[config.mk]
export PLATFORM = sky130hd
export DESIGN_NAME = pulse_cdc_sched_flat
export DESIGN_NICKNAME = d
export VERILOG_FILES = /design/src/rtl/pulse_cdc_sched_if.sv /design/src/rtl/pulse_cdc_sched.sv /design/src/flat_wrapper.sv
export SDC_FILE = /design/constraint.sdc
export NUM_CORES = 1
export LEC_CHECK = 0
export CAP_MARGIN = 20
export CORE_UTILIZATION = 39
export DETAILED_ROUTE_END_ITERATION = 8
export GPL_TIMING_DRIVEN = 1
export HOLD_SLACK_MARGIN = 0.03
export PLACE_DENSITY = 0.73
export SLEW_MARGIN = 20
export SYNTH_ARGS = -nofsm -noshare
export SYNTH_HDL_FRONTEND = slang
export SYNTH_SLANG_ARGS = --single-unit
[constraint.sdc]
create_clock -name clk -period 4.2 [get_ports clk]
set_input_delay 1.26 -clock clk [delete_from_list [all_inputs] [get_ports clk]]
set_output_delay 1.26 -clock clk [all_outputs]
set_load 0.1 [all_outputs]
[src/rtl/pulse_cdc_sched_if.sv]
// Handshake bundle between the event sources, the pulse CDC channel and the scheduler.
// The slave modport is the scheduler's view, and the master modport is the environment's view.
interface pulse_cdc_sched_if #(
  parameter int NUM_REQ = 4,
  parameter int ID_W    = 2
);
  logic [NUM_REQ-1:0] req_pulse;
  logic               clr_status;
  logic               chan_busy;
  logic               chan_pulse;
  logic [ID_W-1:0]    chan_id;
  logic [NUM_REQ-1:0] pending;
  logic [NUM_REQ-1:0] overflow;
  logic               timeout;
  logic               sched_busy;

  modport master (
    output req_pulse, clr_status, chan_busy,
    input  chan_pulse, chan_id, pending, overflow, timeout, sched_busy
  );

  modport slave (
    input  req_pulse, clr_status, chan_busy,
    output chan_pulse, chan_id, pending, overflow, timeout, sched_busy
  );
endinterface

[src/rtl/pulse_cdc_sched.sv]
// Round-robin scheduler that shares one pulse CDC channel between NUM_REQ same-domain event sources.
// Defining PULSE_CDC_SCHED_TIMEOUT_EN bounds the wait for chan_busy and adds a sticky timeout flag.
// state     | meaning
// IDLE      | free to grant a pending request when the channel is not busy
// WAIT_ACK  | pulse issued, waiting for chan_busy to rise
// WAIT_DONE | round trip in flight, waiting for chan_busy to fall
// GAP       | enforced idle cycles before the next issue
module pulse_cdc_sched #(
  parameter int NUM_REQ        = 4,
  parameter int ID_W           = 2,
  parameter int GAP_CYCLES     = 4,
  parameter int TIMEOUT_CYCLES = 32
) (
  input logic              clk,
  input logic              reset,
  pulse_cdc_sched_if.slave bus
);
  localparam int TMR_MAX = (GAP_CYCLES > TIMEOUT_CYCLES) ? GAP_CYCLES : TIMEOUT_CYCLES;
  localparam int TMR_W   = $clog2(TMR_MAX + 1);

  typedef enum logic [1:0] {IDLE, WAIT_ACK, WAIT_DONE, GAP} state_t;

  state_t             state, state_nxt;
  logic [NUM_REQ-1:0] pending_q, overflow_q, grant_clr;
  logic [ID_W-1:0]    ptr_q, ptr_nxt, grant_id, chan_id_q, idx;
  logic [ID_W:0]      sum;
  logic [TMR_W-1:0]   tmr_q, tmr_nxt;
  logic               grant_vld, issue, chan_pulse_q, sched_busy_q;
`ifdef PULSE_CDC_SCHED_TIMEOUT_EN
  logic               tmo_evt, timeout_q;
`endif

  // First pending bit at or after the pointer, wrapping modulo NUM_REQ.
  always_comb begin
    grant_vld = 1'b0;
    grant_id  = '0;
    sum       = '0;
    idx       = '0;
    for (int k = 0; k < NUM_REQ; k++) begin
      sum = {1'b0, ptr_q} + (ID_W+1)'(k);
      if (sum >= (ID_W+1)'(NUM_REQ)) sum = sum - (ID_W+1)'(NUM_REQ);
      idx = sum[ID_W-1:0];
      if (!grant_vld && pending_q[idx]) begin
        grant_vld = 1'b1;
        grant_id  = idx;
      end
    end
  end

  assign issue   = (state == IDLE) && grant_vld && !bus.chan_busy;
  assign ptr_nxt = (grant_id == ID_W'(NUM_REQ - 1)) ? '0 : grant_id + 1'b1;

  always_comb begin
    grant_clr = '0;
    if (issue) grant_clr[grant_id] = 1'b1;
  end

  always_ff @(posedge clk) begin
    if (reset) state <= IDLE;
    else       state <= state_nxt;
  end

  always_comb begin
    state_nxt = state;
    tmr_nxt   = tmr_q;
`ifdef PULSE_CDC_SCHED_TIMEOUT_EN
    tmo_evt   = 1'b0;
`endif
    case (state)
      IDLE: begin
        if (issue) begin
          state_nxt = WAIT_ACK;
`ifdef PULSE_CDC_SCHED_TIMEOUT_EN
          tmr_nxt   = TMR_W'(TIMEOUT_CYCLES);
`endif
        end
      end
      WAIT_ACK: begin
        if (bus.chan_busy) state_nxt = WAIT_DONE;
`ifdef PULSE_CDC_SCHED_TIMEOUT_EN
        else if (tmr_q <= TMR_W'(1)) begin
          tmo_evt   = 1'b1;
          tmr_nxt   = TMR_W'(GAP_CYCLES);
          state_nxt = GAP;
        end else begin
          tmr_nxt = tmr_q - 1'b1;
        end
`endif
      end
      WAIT_DONE: begin
        if (!bus.chan_busy) begin
          tmr_nxt   = TMR_W'(GAP_CYCLES);
          state_nxt = GAP;
        end
      end
      GAP: begin
        tmr_nxt = tmr_q - 1'b1;
        if (tmr_q <= TMR_W'(1)) state_nxt = IDLE;
      end
      default: state_nxt = IDLE;
    endcase
  end

  // A request colliding with its own grant re-arms the pending bit and is not an overflow.
  always_ff @(posedge clk) begin
    if (reset) begin
      tmr_q        <= '0;
      pending_q    <= '0;
      overflow_q   <= '0;
      ptr_q        <= '0;
      chan_id_q    <= '0;
      chan_pulse_q <= 1'b0;
      sched_busy_q <= 1'b0;
    end else begin
      tmr_q        <= tmr_nxt;
      pending_q    <= (pending_q & ~grant_clr) | bus.req_pulse;
      overflow_q   <= (bus.clr_status ? '0 : overflow_q) | (bus.req_pulse & pending_q & ~grant_clr);
      chan_pulse_q <= issue;
      sched_busy_q <= (state_nxt != IDLE);
      if (issue) begin
        chan_id_q <= grant_id;
        ptr_q     <= ptr_nxt;
      end
    end
  end

`ifdef PULSE_CDC_SCHED_TIMEOUT_EN
  always_ff @(posedge clk) begin
    if (reset) timeout_q <= 1'b0;
    else       timeout_q <= (timeout_q & ~bus.clr_status) | tmo_evt;
  end
  assign bus.timeout = timeout_q;
`else
  assign bus.timeout = 1'b0;
`endif

  assign bus.chan_pulse = chan_pulse_q;
  assign bus.chan_id    = chan_id_q;
  assign bus.pending    = pending_q;
  assign bus.overflow   = overflow_q;
  assign bus.sched_busy = sched_busy_q;
endmodule

[src/flat_wrapper.sv]
// flat-port wrapper written by rule: the top's interface ports become plain ports
module pulse_cdc_sched_flat 
#(
  parameter int NUM_REQ        = 4,
  parameter int ID_W           = 2,
  parameter int GAP_CYCLES     = 4,
  parameter int TIMEOUT_CYCLES = 32
)
  (clk, reset, bus_req_pulse, bus_clr_status, bus_chan_busy, bus_chan_pulse, bus_chan_id, bus_pending, bus_overflow, bus_timeout, bus_sched_busy);
  pulse_cdc_sched_if #(.NUM_REQ(NUM_REQ), .ID_W(ID_W)) bus_i ();
  input logic clk;
  input logic reset;
  input wire logic [$bits(bus_i.req_pulse)-1:0] bus_req_pulse;
  input wire logic [$bits(bus_i.clr_status)-1:0] bus_clr_status;
  input wire logic [$bits(bus_i.chan_busy)-1:0] bus_chan_busy;
  output wire logic [$bits(bus_i.chan_pulse)-1:0] bus_chan_pulse;
  output wire logic [$bits(bus_i.chan_id)-1:0] bus_chan_id;
  output wire logic [$bits(bus_i.pending)-1:0] bus_pending;
  output wire logic [$bits(bus_i.overflow)-1:0] bus_overflow;
  output wire logic [$bits(bus_i.timeout)-1:0] bus_timeout;
  output wire logic [$bits(bus_i.sched_busy)-1:0] bus_sched_busy;
  assign bus_i.req_pulse = bus_req_pulse;
  assign bus_i.clr_status = bus_clr_status;
  assign bus_i.chan_busy = bus_chan_busy;
  assign bus_chan_pulse = bus_i.chan_pulse;
  assign bus_chan_id = bus_i.chan_id;
  assign bus_pending = bus_i.pending;
  assign bus_overflow = bus_i.overflow;
  assign bus_timeout = bus_i.timeout;
  assign bus_sched_busy = bus_i.sched_busy;
  pulse_cdc_sched #(.NUM_REQ(NUM_REQ), .ID_W(ID_W), .GAP_CYCLES(GAP_CYCLES), .TIMEOUT_CYCLES(TIMEOUT_CYCLES)) u_core (.clk(clk), .reset(reset), .bus(bus_i));
endmodule
* Yosys cells after proc, flatten, opt, wreduce, memory -nomap -nowiden *
Index checks and enable logic that the tools add are counted.

operators by class
  add/sub/neg operators = 9
  bitwise gates (word level) = 6
  magnitude comparators = 11
  muxes and demuxes = 32
  eq/ne operators = 5
  reductions and logical operators = 14

operators by type and width
  operator                                                    number
  two-way mux 2 bit                                           13
  less-than comparator 2 x 3 -> 1 bit, second input constant  5
  AND 4 bit                                                   3
  one-hot mux 6 bit (2 select lines)                          1
  >= comparator 3 bit, second input constant                  3
  two-way mux 1 bit                                           9
  binary-select mux 1 bit (select 2 bit)                      4
  two-way mux 4 bit                                           2
  OR 4 bit                                                    2
  one-hot mux 2 bit (4 select lines)                          1
  subtractor 2 x 1 -> 2 bit, second input constant            4
  adder 2 x 2 -> 3 bit, second input constant                 2
  equality test 2 bit, second input constant                  3
  <= comparator 6 x 1 -> 1 bit, second input constant         1
  logical AND 1 bit                                           6
  two-way mux 6 bit                                           1
  subtractor 6 x 1 -> 6 bit, second input constant            1
  logical NOT 1 bit                                           4
  inverter 4 bit                                              1
  nonzero test 2 bit                                          2
  adder 2 x 1 -> 3 bit, second input constant                 1
  >= comparator 2 x 3 -> 1 bit, second input constant         1
  adder 2 x 1 -> 2 bit, second input constant                 1
  demux 1 bit (select 2 bit)                                  1
  5 further kinds                                             5

word-level totals
  register bits = 22
  output and inout port bits = 13
  bits of input ports = 8
  logic and storage cells = 85

* Depth between registers and ports, before layout *
Gate-level depths: netlist of run 1.

  word-level depth = 22
  depth in mapped cells = 8
  gate-level depth less buffers = 8

* Least setup slack after synthesis of run 1 *
Ideal clock, no wire load.

  path type = flip-flop to flip-flop
  start point = register u_core.pending_q[0] (netlist: u_core.bus.pending[0])
  end point = register u_core.overflow_q[3] (netlist: u_core.bus.overflow[3])
  path slack = 1.875 ns
  stages on the path, launching flop included = 9
  period minus slack after synthesis = 2.325 ns
  arrival time = 2.260 ns
  path buffers = 0
  data required time = 4.135 ns
  library setup time = 0.065 ns
  cell sequence = dfxtp_1 > a21oi_1 > o21a_1 > o22ai_1 > inv_1 > ha_1 > a21boi_0 > a21oi_1 > nor2_1

on the way
  longest elaborated chain between the ends = 20
  elaborated cells on any way between the ends = 33
  those cells by class = order compare: 2; mux: 19; bitwise: 3; reduce/logical: 9

RTL lines
  what                                                                                                              line                    RTL
  from (decl)                                                                                                       pulse_cdc_sched.sv:24   logic [NUM_REQ-1:0] pending_q, overflow_q, grant_clr;
  from (signal assigned)                                                                                            pulse_cdc_sched.sv:116  pending_q <= (pending_q & ~grant_clr) | bus.req_pulse;
  binary-select mux 1 bit (select 2 bit)                                                                            pulse_cdc_sched.sv:43   if (!grant_vld && pending_q[idx]) begin
  two-way mux 1 bit (implied by the code)                                                                           pulse_cdc_sched.sv:43
  two-way mux 1 bit                                                                                                 pulse_cdc_sched.sv:43
  logical NOT 1 bit                                                                                                 pulse_cdc_sched.sv:43
  logical AND 1 bit                                                                                                 pulse_cdc_sched.sv:43
  two-way mux 1 bit                                                                                                 pulse_cdc_sched.sv:43
  logical NOT 1 bit                                                                                                 pulse_cdc_sched.sv:43
  logical AND 1 bit                                                                                                 pulse_cdc_sched.sv:43
  [... 4 more ...]                                                                                                  --
  named net u_core.grant_id[1]                                                                                      pulse_cdc_sched.sv:25   logic [ID_W-1:0] ptr_q, ptr_nxt, grant_id, chan_id_q, idx;
  less-than comparator 2 x 3 -> 1 bit (implied by the code) / >= comparator 2 x 1 -> 1 bit (equally long branches)  pulse_cdc_sched.sv:55   if (issue) grant_clr[grant_id] = 1'b1;
  logical AND 1 bit (implied by the code)                                                                           pulse_cdc_sched.sv:55
  two-way mux 1 bit (implied by the code)                                                                           pulse_cdc_sched.sv:55
  demux 1 bit (select 2 bit) (*)                                                                                    --
  two-way mux 4 bit (*)                                                                                             pulse_cdc_sched.sv:55
  inverter 4 bit (*)                                                                                                pulse_cdc_sched.sv:117  overflow_q <= (bus.clr_status ? '0 : overflow_q) | (bus.req_pulse & pending_q & ~grant_clr);
  AND 4 bit (*)                                                                                                     pulse_cdc_sched.sv:117
  OR 4 bit (*)                                                                                                      pulse_cdc_sched.sv:117
  to (signal assigned)                                                                                              pulse_cdc_sched.sv:117
  to (decl)                                                                                                         pulse_cdc_sched.sv:24

Mark *: on every way through the listed nets, which the timed path passes. The rest lies on a longest branch. The select of a mux whose other input is x is not followed.
A chain may end at the register's enable or synchronous reset.

* Worst setup path in the final report of run 1 *
  start point = register u_core.pending_q[0] (netlist: u_core.bus.pending[0])
  end point = output bus_pending[0]

RTL lines
  what       line                RTL
  to (decl)  flat_wrapper.sv:18  output wire logic [$bits(bus_i.pending)-1:0] bus_pending;

No word-level cell between the ends.

==> results_dict.tcl, run 1 <==
set metrics [dict create \
    syn_nets 138 \
    async_reset_ff_frac 0 \
    ff2ff_setup_slack_ns 2.25 \
    syn-instance-count 124 \
    cp_slowest_stage_delay_ns 1.17 \
    finalSetupTns_ns 0 \
    postCtsSetupRepairBufs 0 \
    portBuffers 19 \
    p_per_area_nw_per_um2 432 \
    gp_congestion 0.859 \
    cts.sinks 22 \
    dpl.hpwl_um 1530 \
    multi_input_area_um2 581 \
    dp.cells 169 \
    mostFrequentLayoutCell "nor2_1" \
    routed_wl_um 2000 \
    num_rows 18 \
    numCtsBuffers 3 \
    cts_root_buffer "clkbuf_4" \
    antenna_found_initial 0 \
    peakVddDrop_mv 0.261 \
    crit_buf_inv 1 \
    slew_headroom 0.349 \
    worstSetupEndpointType "output port" \
    ctsResizeCount 0 \
    fillers 238 \
    start_util 0.422 \
    cellLeakagePower_uw 0.000507 \
    crit_required_ns 2.94 \
    seqCellArea_um2 440 \
    grt_pass1_vias 766 \
    setup_viol 0 \
    worstSetupPathType "reg -> out" \
    syn_area_um2 1070 \
    crit_family "buffers and inverters" \
    synth_flop_cell "dfxtp_1" \
    max_cap_viol_count 0 \
    cts_hold_buf 0 \
    cp_slowest_cell "clkdlybuf4s50_1" \
    grt_usage 0.145 \
    worst_slack_ns 1.02 \
    dieArea_um2 2970 \
    yosysWarnings 0 \
    period_needed_ns 3.18 \
    drtIter0Drc 21 \
    finClkSkew_ns 0.00755 \
    nets 158 \
    slew_violations 0 \
    clkTransAtPathRegs_ns 0.13 \
    arrival_ns 1.92 \
    final_cells 173 \
    timing.final.hold_violations 0 \
    worstSetupStartpointType "flop" \
    via_per_inst 5.21 \
    syn_to_final_growth_pct 23.7 \
    grt_max_degree 24 \
    critical_path.cell_chain "clkdlybuf4s50_1" \
    rsz0062_at_grt "no" \
    insertion_delay_ns 0.30 \
    yosys_register_bits 22 \
    antenna_left 0 \
    final_cell_mix "nor2_1 (26), dfxtp_1 (22), clkdlybuf4s50_1 (19), a21oi_1 (11), inv_1 (7)" \
    grt_overflow 0 \
    drive_above_1_share 0.0839 \
    drt_first_pass_iters 4 \
    clock_path_buffers 2 \
    wl_per_cell_um 11.6 \
    num_io_pins 21 \
    cts_tree "done" \
    ys_seq_area_frac 0.410 \
    synth.avg_cell_area_um2 8.66 \
    synth_edf_count 0 \
    die_w_um 54.5 \
    drc 0 \
    period_share 0.758 \
    critPathMaxFanout 7 \
    worstMarginPinSlew_ns 0.974 \
    holdWs_ns 0.475 \
    vias 902 \
    cts-htree-levels 1 \
    ys_types 36 \
    clock.fmax_mhz 314 \
    min_path_type "reg -> reg" \
    die-height_um 54.5 \
    core_area_um2 2540 \
    dp_slack_ns 1.37 \
    outcome "complete, no violations" \
    grt_pass1_wl_um 3080 \
    num_antenna_cells 0 \
]
==> metrics by stage <==
stage                     total power, µW  utilization  instance area [µm²]
after floorplan                       379            -                 1070
after global placement                414        0.501                 1270
after detailed placement              418        0.501                 1270
after CTS                             577        0.522                 1330
after global routing                  602        0.522                 1330
final                                 574        0.522                 1330
==> cells in the mapped netlist (2+ instances only) <==
library cell | count | area (µm²)
nor2_1 | 26 | 97.6
dfxtp_1 | 22 | 440
a21oi_1 | 11 | 55.1
inv_1 | 7 | 26.3
ha_1 | 6 | 75.1
a21boi_0 | 4 | 30.0
nand2_1 | 4 | 15.0
nor2b_1 | 4 | 25.0
o21ai_0 | 4 | 20.0
clkbuf_1 | 2 | 7.51
mux2_2 | 2 | 22.5
mux2i_1 | 2 | 20.0
nand2b_1 | 2 | 12.5
nand3_1 | 2 | 10.0
nor3_1 | 2 | 10.0
o22ai_1 | 2 | 12.5
o31ai_1 | 2 | 15.0
or3_1 | 2 | 12.5
==> layer usage <==
layer,vias to the layer above,GRT usage,wire [µm]
met2,12,0.240,925
li1,463,-,-
met1,425,0.182,1000
met5,-,0,0
met3,2,0.0361,49
met4,0,0.0513,19
==> report_power, final <==
part	internal (µW)	switching (µW)	total, µW
combinational	51.8	121	173
sequential	224	16.8	241
clock	96.4	63.4	160
==> kinds of logic (layout without fill, tap and decap cells) <==
group / count (synthesis) / count (layout) / share of synthesized area
AOI/OAI and AO/OA: 29 / 29 / 0.170
adders and majority gates: 6 / 6 / 0.0699
buffers and inverters: 11 / 30 / 0.0490
DFF: 22 / 22 / 0.410
muxes: 4 / 4 / 0.0396
other: 1 / 1 / 0.00349
and+or+nand+nor: 51 / 51 / 0.258
==> worst paths after layout <==
| kind | cells after the start | startpoint | endpoint |
|---|---|---|---|
| hold reg to reg | 2 | u_core.bus.chan_id[1] | u_core.bus.chan_id[1] |
| setup reg to reg | 8 | u_core.ptr_q[1] | u_core.bus.overflow[2] |
| setup / recovery | 1 | u_core.bus.pending[0] | bus_pending[0] |
| hold / removal | 2 | u_core.bus.chan_id[1] | u_core.bus.chan_id[1] |
==> area by class of cell <==
type                            count  share of cell area
Clock buffer                        3              0.0170
Clock inverter                      1              0.0226
Inverter                            7              0.0198
Multi-Input combinational cell     91               0.437
Sequential cell                    22               0.332
Tap cell                           30              0.0283
Timing Repair Buffer               19               0.143
==> sequential cells by signal, indices dropped and copies added (netlist names) <==
register and flops:
u_core.bus.chan_id 2, u_core.bus.chan_pulse 1, u_core.bus.overflow 4, u_core.bus.pending 4
u_core.bus.sched_busy 1, u_core.ptr_q 2, u_core.state 2, u_core.tmr_q 6
Power figures use the tool's default switching activity.
==> run 2: changes to the inputs <==
clock period = 3.05 ns   (was 4.2 ns; I/O delays follow)
==> run 2 against run 1 <==
  * Clock-buffer cell count rose by 1
  * Final cell count rose by 0.58%
  * Clock power barely moved
  * Power rose by 27%
  * Worst hold slack improved by 0.012 ns
  * Critical path depth rose by 4
  * Worst setup slack got worse by 0.057 ns
  * Clock skew fell by 0.0048 ns
  * Sequential power rose by 38%
  * Cell area fell by 2.9%
  * Critical endpoint is now u_core.bus.overflow[3]
==> results_dict.tcl, run 2 (synthesized netlist as in run 1, its figures left out) <==
set metrics [dict create \
    outcome "complete, no violations" \
    drtIter0Drc 11 \
    dr_wl_met3_um 46 \
    largest_reg_flops 6 \
    drive_above_1_share 0.174 \
    internal_power_uw 450 \
    min_path_type "reg -> reg" \
    fin_util 0.506 \
    antenna_found_initial 0 \
    numCtsBuffers 3 \
    wl_per_cell_um 11.8 \
    gp_congestion 0.819 \
    period_needed_ns 2.09 \
    portBuffers 19 \
    grt_max_degree 13 \
    cts-htree-levels 1 \
    period_share 0.685 \
    num_antenna_cells 0 \
    dr.max_layer_used "met4" \
    dpl.hpwl_um 1580 \
    critPathMaxFanout 7 \
    drt_first_pass_iters 4 \
    arrival_ns 2.29 \
    crit_required_ns 3.25 \
    critical_path.cell_chain "clkdlybuf4s50_1 > nor3_4 > a21boi_0 > a21oi_1 > nor2_1" \
    worstSetupPathType "in -> reg" \
    slew_violations 0 \
    die_w_um 54.5 \
    cts_hold_buf 0 \
    vias 902 \
    p_switching_uw 280 \
    cts.sinks 22 \
    p_per_area_nw_per_um2 567 \
    combPwrFrac 0.321 \
    cp_slowest_stage_delay_ns 0.49 \
    setup_viol 0 \
    finClkSkew_ns 0.00272 \
    start_util 0.422 \
    peakVddDrop_mv 0.334 \
    nets 159 \
    fin_area_um2 1290 \
    clock.fmax_mhz 478 \
    drc 0 \
    mostFrequentLayoutCell "nor2_1" \
    num_rows 18 \
    rsz0062_at_grt "no" \
    clkTransAtPathRegs_ns 0.12 \
    met1_length_um 988 \
    grt_pass1_wl_um 3370 \
    core_area_um2 2540 \
    dieArea_um2 2970 \
    max_cap_viol_count 0 \
    die-height_um 54.5 \
    syn_to_final_growth_pct 20.0 \
    worstSetupEndpointType "flop" \
    p_clk_frac 0.223 \
    grt_pass1_vias 795 \
    swShare 0.383 \
    postCtsSetupRepairBufs 0 \
    dpl_cell_area_um2 1250 \
    worstSetupStartpointType "input port" \
    final_cell_mix "nor2_1 (26), dfxtp_1 (22), buf_4 (13), a21oi_1 (11)" \
    cts_root_buffer "clkbuf_4" \
    clock_path_buffers 2 \
    crit_buf_inv 1 \
    timing.final.hold_violations 0 \
    via_per_inst 5.18 \
    grt_usage 0.159 \
    cp_slowest_cell "clkdlybuf4s50_1" \
    largest_register "u_core.tmr_q" \
    dr_wl_met2_um 969 \
    num_io_pins 21 \
    grt_overflow 0 \
    seq_power_share 0.456 \
    finalSetupTns_ns 0 \
    fillers 251 \
    ctsResizeCount 0 \
    antenna_left 0 \
    crit_family "simple AND/OR/NAND/NOR gates" \
    cellLeakagePower_uw 0.000524 \
    routed_wl_um 2050 \
    cts_tree "done" \
    insertion_delay_ns 0.31 \
]
## run 2: final cells by class
cell class | instances | area, µm² | share of cell area
multi-input cells | 91 | 581 | 0.450
flip-flops and latches | 22 | 440 | 0.342
repair buffers | 20 | 168 | 0.130
well taps | 30 | 37.5 | 0.0291
clock buffers | 4 | 36.3 | 0.0282
inverters | 7 | 26.3 | 0.0204
## run 2: worst register-to-register path: cells and delay by family (launching register included)
| kind | cells | cell delay, ns |
|---|---|---|
| adder cells (fa/ha/maj) | 1 | 0.22 |
| flip-flops | 1 | 0.46 |
| AO/OA/AOI/OAI | 5 | 0.95 |
| buffers and inverters | 1 | 0.12 |
| AND/OR/NAND/NOR | 1 | 0.10 |
## run 2: path summary, 6_finish.rpt
check                                           start                     end  slack [ns]  cells past startpoint
worst max-delay path                    bus_chan_busy  u_core.bus.overflow[3]        0.96                      5
worst min-delay path            u_core.bus.chan_id[1]   u_core.bus.chan_id[1]        0.49                      2
worst max register to register        u_core.ptr_q[1]  u_core.bus.overflow[3]        1.13                      8
worst min register to register  u_core.bus.chan_id[1]   u_core.bus.chan_id[1]        0.49                      2
## run 2: power groups by stage
stage / clock (µW) / sequential [µW] / combinational [µW]
after detailed placement: 0 / 339 / 234
final: 163 / 333 / 234
after global routing: 181 / 337 / 252
after floorplan: 0 / 429 / 93.0
after CTS: 169 / 333 / 235
after global placement: 0 / 338 / 231
## run 2: stage by stage
step / instances / hold WS [ns] / worst slack, ns / power, µW
detailed placement: 170 / 0.475 / 0.623 / 573
CTS: 174 / 0.493 / 0.967 / 737
global placement: 170 / 0.465 / 0.666 / 569
floorplan: 124 / 0.470 / 0.725 / 522
global route: 174 / 0.534 / 0.872 / 769
finish: 174 / 0.487 / 0.960 / 730
## run 2: routing by layer
metal | global-route usage | vias up
li1 | - | 464
met1 | 0.199 | 420
met2 | 0.268 | 14
met3 | 0.0167 | 4
met4 | 0.0769 | 0
met5 | 0 | -
